## src/rtl/conv_pkg.sv

```systemverilog
// Shared constants and state type for the convolution memory read path.
package conv_pkg;
  localparam int IMG_W2      = 8;
  localparam int CONV2_CH    = 3;
  localparam int CONV_DATA_W = 16;

  typedef enum logic [1:0] {IDLE, RUN, DRAIN, DONE} rd_state_t;
endpackage

```

## src/rtl/conv2_mem_read_fifo2.sv

```systemverilog
// Two-entry synchronous FIFO; the head entry is presented directly from storage.
module fifo2 #(
  parameter int W = 18
) (
  input  logic         clk,
  input  logic         reset,
  input  logic         i_push,
  input  logic [W-1:0] i_din,
  input  logic         i_pop,
  output logic [W-1:0] o_dout,
  output logic [1:0]   o_count
);
  logic [W-1:0] r_mem [2];
  logic         r_wr_ptr;
  logic         r_rd_ptr;
  logic [1:0]   r_count;
  logic         w_pop;
  logic         w_push;

  assign w_pop  = i_pop && (r_count != 2'd0);
  // A push into a full FIFO is only taken when the head leaves in the same cycle.
  assign w_push = i_push && ((r_count != 2'd2) || w_pop);

  always_ff @(posedge clk or posedge reset) begin
    if (reset) begin
      r_mem[0] <= '0;
      r_mem[1] <= '0;
      r_wr_ptr <= 1'b0;
      r_rd_ptr <= 1'b0;
      r_count  <= 2'd0;
    end else begin
      if (w_push) begin
        r_mem[r_wr_ptr] <= i_din;
        r_wr_ptr        <= ~r_wr_ptr;
      end
      if (w_pop) r_rd_ptr <= ~r_rd_ptr;
      case ({w_push, w_pop})
        2'b10:   r_count <= r_count + 2'd1;
        2'b01:   r_count <= r_count - 2'd1;
        default: r_count <= r_count;
      endcase
    end
  end

  assign o_dout  = r_mem[r_rd_ptr];
  assign o_count = r_count;
endmodule

```

## src/rtl/conv2_mem_read.sv

```systemverilog
// Walks the conv2 output RAM in 2x2 pooling-window order and streams words
// to the pool stage, tolerating arbitrary back-pressure.
module conv2_mem_read
  import conv_pkg::*;
#(
  parameter int DATA_W   = CONV_DATA_W,
  parameter int IMG_W    = IMG_W2,
  parameter int CHANNELS = CONV2_CH,
  localparam int ADDR_W  = $clog2(IMG_W * IMG_W),
  localparam int CH_W    = (CHANNELS > 1) ? $clog2(CHANNELS) : 1
) (
  input  logic              clk,
  input  logic              reset,
  input  logic              start,
  output logic              rd_en,
  output logic [ADDR_W-1:0] addr,
  output logic [CH_W-1:0]   ch,
  input  logic [DATA_W-1:0] rd_data,
  output logic [DATA_W-1:0] out_data,
  output logic              out_valid,
  input  logic              out_ready,
  output logic              out_win_last,
  output logic              out_ch_last,
  output logic              busy,
  output logic              done
);
  localparam int LOG_W = $clog2(IMG_W);
  localparam int WB    = (IMG_W > 2) ? LOG_W - 1 : 1;

  rd_state_t       r_state;
  logic [1:0]      r_e;
  logic [WB-1:0]   r_wc;
  logic [WB-1:0]   r_wr;
  logic [CH_W-1:0] r_ch;
  logic            r_inflight;
  logic            r_tag_win;
  logic            r_tag_ch;
  logic            r_done;

  logic              w_pop;
  logic [1:0]        w_count;
  logic [2:0]        w_occ;
  logic [DATA_W+1:0] w_dout;
  logic              w_last_e;
  logic              w_wc_max;
  logic              w_wr_max;
  logic              w_ch_max;
  logic              w_ch_last;
  logic              w_final;
  logic              w_drained;
  logic [ADDR_W-1:0] w_row;
  logic [ADDR_W-1:0] w_col;

  assign w_last_e  = (r_e == 2'd3);
  assign w_wc_max  = (r_wc == WB'(IMG_W / 2 - 1));
  assign w_wr_max  = (r_wr == WB'(IMG_W / 2 - 1));
  assign w_ch_max  = (r_ch == CH_W'(CHANNELS - 1));
  assign w_ch_last = w_last_e && w_wc_max && w_wr_max;
  assign w_final   = w_ch_last && w_ch_max;

  // Row = {wr, dy}, col = {wc, dx}; IMG_W is a power of two so this is a concat.
  assign w_row = ADDR_W'({r_wr, r_e[1]});
  assign w_col = ADDR_W'({r_wc, r_e[0]});
  assign addr  = (w_row << LOG_W) | w_col;
  assign ch    = r_ch;

  assign out_valid = (w_count != 2'd0);
  assign w_pop     = out_valid && out_ready;

  // Words already owed to the FIFO after this edge; a new read needs a free slot.
  assign w_occ     = {1'b0, w_count} + {2'b0, r_inflight} - {2'b0, w_pop};
  assign rd_en     = (r_state == RUN) && (w_occ < 3'd2);
  assign w_drained = !r_inflight && ((w_count - {1'b0, w_pop}) == 2'd0);

  fifo2 #(.W(DATA_W + 2)) u_fifo (
    .clk     (clk),
    .reset   (reset),
    .i_push  (r_inflight),
    .i_din   ({r_tag_win, r_tag_ch, rd_data}),
    .i_pop   (w_pop),
    .o_dout  (w_dout),
    .o_count (w_count)
  );

  assign out_data     = out_valid ? w_dout[DATA_W-1:0] : '0;
  assign out_ch_last  = out_valid && w_dout[DATA_W];
  assign out_win_last = out_valid && w_dout[DATA_W+1];
  assign busy         = (r_state == RUN) || (r_state == DRAIN);
  assign done         = r_done;

  always_ff @(posedge clk or posedge reset) begin
    if (reset) begin
      r_state    <= IDLE;
      r_e        <= 2'd0;
      r_wc       <= '0;
      r_wr       <= '0;
      r_ch       <= '0;
      r_inflight <= 1'b0;
      r_tag_win  <= 1'b0;
      r_tag_ch   <= 1'b0;
      r_done     <= 1'b0;
    end else begin
      r_inflight <= rd_en;
      if (rd_en) begin
        r_tag_win <= w_last_e;
        r_tag_ch  <= w_ch_last;
      end
      case (r_state)
        IDLE, DONE: begin
          if (start) begin
            r_state <= RUN;
            r_done  <= 1'b0;
            r_e     <= 2'd0;
            r_wc    <= '0;
            r_wr    <= '0;
            r_ch    <= '0;
          end
        end
        RUN: begin
          if (rd_en) begin
            r_e <= r_e + 2'd1;
            if (w_last_e) begin
              r_wc <= w_wc_max ? '0 : r_wc + WB'(1);
              if (w_wc_max) begin
                r_wr <= w_wr_max ? '0 : r_wr + WB'(1);
                if (w_wr_max) r_ch <= w_ch_max ? '0 : r_ch + CH_W'(1);
              end
            end
            if (w_final) r_state <= DRAIN;
          end
        end
        DRAIN: begin
          if (w_drained) begin
            r_state <= DONE;
            r_done  <= 1'b1;
          end
        end
        default: r_state <= IDLE;
      endcase
    end
  end
endmodule

```

## config.mk

```make
export PLATFORM = sky130hd
export DESIGN_NAME = conv2_mem_read
export DESIGN_NICKNAME = d
export VERILOG_FILES = /design/src/rtl/conv_pkg.sv /design/src/rtl/conv2_mem_read_fifo2.sv /design/src/rtl/conv2_mem_read.sv
export SDC_FILE = /design/constraint.sdc
export NUM_CORES = 1
export LEC_CHECK = 0
export ABC_AREA = 1
export BUFFER_PORTS_ARGS = -buffer_cell sky130_fd_sc_hd__buf_2
export CAP_MARGIN = 5
export CORE_ASPECT_RATIO = 0.8
export CORE_MARGIN = 2
export CORE_UTILIZATION = 50
export CTS_CLUSTER_DIAMETER = 30
export DETAILED_ROUTE_END_ITERATION = 8
export PLACE_DENSITY_LB_ADDON = 0.2
export REMOVE_ABC_BUFFERS = 1
export SLEW_MARGIN = 20
export SYNTH_ARGS = -nofsm -noshare
export SYNTH_HDL_FRONTEND = slang
export SYNTH_SLANG_ARGS = --single-unit
```

## constraint.sdc

```tcl
create_clock -name clk -period 3.8 [get_ports clk]
set_input_delay 0.38 -clock clk [delete_from_list [all_inputs] [get_ports clk]]
set_output_delay 0.38 -clock clk [all_outputs]
set_load 0.05 [all_outputs]
```

======== After elaboration in Yosys (flattened, before gate mapping) ========
Cells that the tools add are included.
cells by class
  add/subtract/negate cells ............... 9
  multiply operators ...................... 0
  div/mod/pow operators ................... 0
  $lt $le $gt $ge ......................... 4
  equality and inequality tests ........... 17
  shift operators ......................... 0
  muxes and demuxes ....................... 34
  bitwise logic cells ..................... 5
  reductions and logical operators ........ 27
operators with widths
  kind                                                        number
  two-way mux 18 bit                                          4
  bitwise mux 36 bit                                          1
  two-way mux 2 bit                                           18
  one-hot mux 2 bit (2 select lines)                          5
  demux 18 bit (select 1 bit)                                 1
  two-way mux 16 bit                                          1
  != test 2 bit, second input constant                        8
  equality test 2 bit, second input constant                  7
  logical AND 1 bit                                           11
  adder 2 x 1 -> 2 bit, second input constant                 5
  AND reduction 4 bit                                         2
  nonzero test 2 bit                                          4
  OR 6 x 3 -> 6 bit                                           1
  one-hot mux 2 bit (3 select lines)                          1
  AND reduction 3 bit                                         2
  AND reduction 6 bit                                         1
  AND reduction 5 bit                                         1
  equality test 2 x 1 -> 1 bit, second input constant         2
  >= comparator 2 bit, second input constant                  2
  logical NOT 2 bit                                           2
  inverter 1 -> 2 bit                                         2
  adder 2 x 1 -> 3 bit                                        1
  less-than comparator 3 x 2 -> 1 bit, second input constant  1
  subtractor 3 x 1 -> 3 bit                                   1
  other kinds (9)                                             12
storage, ports and cells
  bits in registers ....................... 54
  latch bits .............................. 0
  bits in writable memories ............... 0
  ROM bits ................................ 0
  output and inout port bits .............. 30
  logic and storage cells ................. 110
  memories kept ........................... 0

======== Logic depth before layout (Yosys ltp) ========
  depth after elaboration ................. 7
  depth in mapped cells ................... 13
  depth with buffers taken out ............ 13

======== Cells and area by module ========
A second synthesis with hierarchy kept.
second synthesis, totals
  cells, all modules ...................... 398
  area total of the unflattened synthesis .. 3074.2 um^2
modules (own cells, without submodules)
  module          instances  cells an instance  area an instance (um^2)
  fifo2           1          242                2020.7
  conv2_mem_read  1          156                1053.5

======== Worst setup path before layout ========
No wires, ideal clock.
  path type ............................... register to output
  from .................................... register u_fifo.r_count[0], in the netlist u_fifo.o_count[0]
  to ...................................... output port rd_en
  arrival time ............................ 2.109 ns
  required time ........................... 3.420 ns
  path slack .............................. 1.311 ns
  cell stages (with the launch flop) ...... 8
  cells stage by stage .................... dfrtp_1 > inv_2 > nand3_1 > nand2_1 > nand2_1 > fa_1 > nand3_1 > nor2_1
on the way
  longest elaborated chain between the ends .. 5
  elaborated cells between the ends (all ways) .. 6
RTL lines
  item                                                          line                        source
  from (decl)                                                   conv2_mem_read_fifo2.sv:16  logic [1:0] r_count;
  from (signal assigned)                                        conv2_mem_read_fifo2.sv:38  2'b10: r_count <= r_count + 2'd1;
  from (signal assigned)                                        conv2_mem_read_fifo2.sv:39  2'b01: r_count <= r_count - 2'd1;
  from (signal assigned)                                        conv2_mem_read_fifo2.sv:40  default: r_count <= r_count;
  branches (longest 2 deep; another with adder 2 x 1 -> 3 bit)  n/a
  subtractor 3 x 1 -> 3 bit (*)                                 conv2_mem_read.sv:71        assign w_occ = {1'b0, w_count} + {2'b0, r_inflight} - {2'b0, w_pop};
  less-than comparator 3 x 2 -> 1 bit (*)                       conv2_mem_read.sv:72        assign rd_en = (r_state == RUN) && (w_occ < 3'd2);
  logical AND 1 bit (*)                                         conv2_mem_read.sv:72
  to (decl)                                                     conv2_mem_read.sv:15        output logic rd_en,
Mark *: on every way between the ends.

======== Worst setup path in the final report ========
Ends and elaborated chain as after synthesis.

==> results by group <==
Critical path
  – CP Max Fanout: 7
  – CP Launch Type: flop
  – Critical Path RT: 3.42 ns
  – Worst Setup End Kind: output pin
  – Worst R2R Setup Slack: 1.73 ns
  – CP arrival: 2.41 ns
  – Crit path kind: flop to output pin

Clock tree
  – TritonCTS clock tree: yes
  – Clk buf depth: 2
  – # Post-CTS Setup Buffers: 0
  – CTS HTree Levels: 2
  – Clk pin slew, worst setup/hold paths: approximately 0.1 ns
  – PostCTS Resize Cnt: 0
  – Clk Latency, worst-skew pair: 0.31 ns
  – CTS buffer count: 5
  – Clock Sinks: between 50 and 60
  – Post-cts hold buffer count: 0
  – Root buffer cell: clkbuf_8

Placed design
  – DP HPWL: about 3.7 mm
  – Post-place instance area: 2947 um^2
  – GP Congestion: 0.7839
  – Port bufs: 49

Floorplanning
  – Row Count: 23
  – Starting Density: 0.5274
  – # IOs: 50
  – Die ar.: 5979 um^2
  – Chip height: 69.56 um
  – Core Box Area: 5094 um^2
  – Die W: 85.95 um

Global route
  – GRT Util Overall: 0.1952
  – Vias in the first global route: 2,114
  – First-pass GRT wire length: 9.453 mm
  – Initial antenna violation count: 0
  – Largest net degree at the start of global routing: 38
  – GRT overflow: 0

Logic synthesis
  – Area contributors post-synth: dfrtp_1 (50%), nand2_1 (15%), o21ai_2 (5.9%)
  – Post-Syn Area: around 2700 um^2
  – Synthesis-stage register bit count: between 50 and 60
  – Synth Warn #: 0
  – EDFF count, synth: 0
  – Top cells by count, synth: nand2_1 (107), dfrtp_1 (54), inv_1 (34), o21ai_0 (29), a21oi_1 (21)
  – Top-count cell post-synth: nand2_1
  – Post-synth top area cell: dfrtp_1
  – Syn_area_per_cell: 8.421 um^2
  – Most used DFF post-synth: dfrtp_1
  – Share of the synthesized area in the top cell type: 0.5030
  – Synth Instances: 319
  – Share of flip-flops with an asynchronous set or reset: 1.000
  – Sequential share of the synthesized area: 0.5030
  – Synth cell types: 25

Route
  – WL per Instance: roughly 12 um
  – Starting DRC count in detailed routing: 141
  – Residual DRC count: 0
  – Antenna Nets Post-Route: 0
  – Routed Wire Length: 5.258 mm
  – Vias per cell: 5.012
  – Via count: 2,145
  – Pre-antenna DRT Iters: 5

Timing
  – Worst-Margin Slew: around 0.72 ns
  – Final hold viol count: 0
  – Worst relative slew slack: 0.5226
  – Fin Setup TNS: 0 ns
  – Fmax: 358.1 MHz
  – Crit path time final: 2.793 ns
  – # setup viols final: 0
  – RSZ-0062 raised after global routing: false
  – Final period utilization: 0.7349
  – Final Max Tran Viols: 0
  – Skew final: between 0.01 and 0.015 ns

Min path
  – Hold crit path type: input port to asynchronous set/reset pin

Run
  – Maxcap violations: 0

Finish
  – Layout cell share with drive strength beyond 1: 0.2268
  – Post-route cell area: 3042 um^2
  – N_diodes: 0
  – Number of fillers in the final layout: 490
  – Nets: between 300 and 400
  – Synth-to-layout area growth: 13.23%

Outcome
  – Status: finished, final reports clean
[cells by family (layout without fill, tap and decap cells)]
| logic type | count (synthesis) | in the layout | share of synthesized area |
|---|---|---|---|
| xor gates and xnor gates | 3 | 3 | 0.009783 |
| AOI/OAI and AO/OA | 71 | 71 | 0.1602 |
| adders and majority gates | 9 | 9 | 0.04472 |
| and+or+nand+nor | 133 | 133 | 0.2003 |
| buffers and inverters | 49 | 96 | 0.08197 |
| DFF | 54 | 54 | 0.5030 |
[worst max-delay path: stages (launching register included)]
cell	delay, ns
dfrtp_1	0.46
inv_2	0.09
nand3_1	0.12
nand2_1	0.10
nand2_1	0.06
fa_1	0.49
nand3_1	0.10
nor2_1	0.34
buf_2	0.34
[final cells by class]
type                            count  area, um^2  share of cell area
Clock inverter                      1       8.758            0.002879
Multi-Input combinational cell    216        1115              0.3665
Timing Repair Buffer               52       267.8             0.08803
Inverter                           36       135.1             0.04443
Tap cell                           62       77.57             0.02550
Clock buffer                        7       86.33             0.02838
Sequential cell                    54        1351              0.4443
[registers in the layout (all words and copies together) (netlist names)]
register and cells:
r_tag_ch 1, u_fifo.r_rd_ptr 1, r_tag_win 1, u_fifo.r_wr_ptr 1, u_fifo.o_count 2, u_fifo.r_mem 36, r_wr 2, r_e 2
ch 2, r_inflight 1, r_state 2, done 1, r_wc 2
[metrics by stage]
| step | util | hold WS (ns) | std cells | worst slack, ns |
|---|---|---|---|---|
| 2_1_floorplan | - | 0.4529 | 306 | 1.311 |
| 3_3_place_gp | 0.5785 | 0.4648 | 420 | 1.375 |
| 3_5_place_dp | 0.5785 | 0.4676 | 420 | 1.345 |
| 4_1_cts | 0.5972 | 0.1944 | 428 | 0.9861 |
| 5_1_grt | 0.5972 | 0.2344 | 428 | 0.8221 |
| 6_report | 0.5972 | 0.1686 | 428 | 1.007 |
[placed cells by master, fill, tap and decap left out]
master	n
o21a_1	1
fa_1	1
xnor2_1	1
nand2_1	107
or2_1	1
clkinv_1	1
a21oi_1	21
clkbuf_8	6
nor2_1	8
buf_2	49
inv_2	2
nand3b_1	1
clkbuf_1	1
nand3_1	12
o21ai_2	18
buf_4	3
ha_1	8
nand2_2	1
or2_2	1
o21ai_0	29
dfrtp_1	54
o21bai_1	2
inv_1	33
nand3_2	2
xor2_1	2
inv_6	1
[metal layers]
| metal | track usage | wire (um) | vias to the layer above |
|---|---|---|---|
| met2 | 0.3049 | 2395 | 45 |
| met5 | 0 | 0 | - |
| met4 | 0.05467 | 17 | 0 |
| met3 | 0.03452 | 226 | 2 |
| li1 | - | - | 1103 |
| met1 | 0.2798 | 2619 | 995 |
[path summary, 6_finish.rpt]
kind	from	to	depth (start not counted)
max	u_fifo.o_count[0]	rd_en	8
min	reset	r_wc[0]	2
max reg2reg	u_fifo.o_count[0]	r_tag_ch	9
min reg2reg	u_fifo.r_mem[32]	u_fifo.r_mem[32]	2
max in group asynchronous	reset	u_fifo.r_mem[12]	3
min in group clk	rd_data[5]	u_fifo.r_mem[23]	3
Power is not shown: default switching activity piles up to over one toggle a cycle in this logic, so the estimate is an artifact.
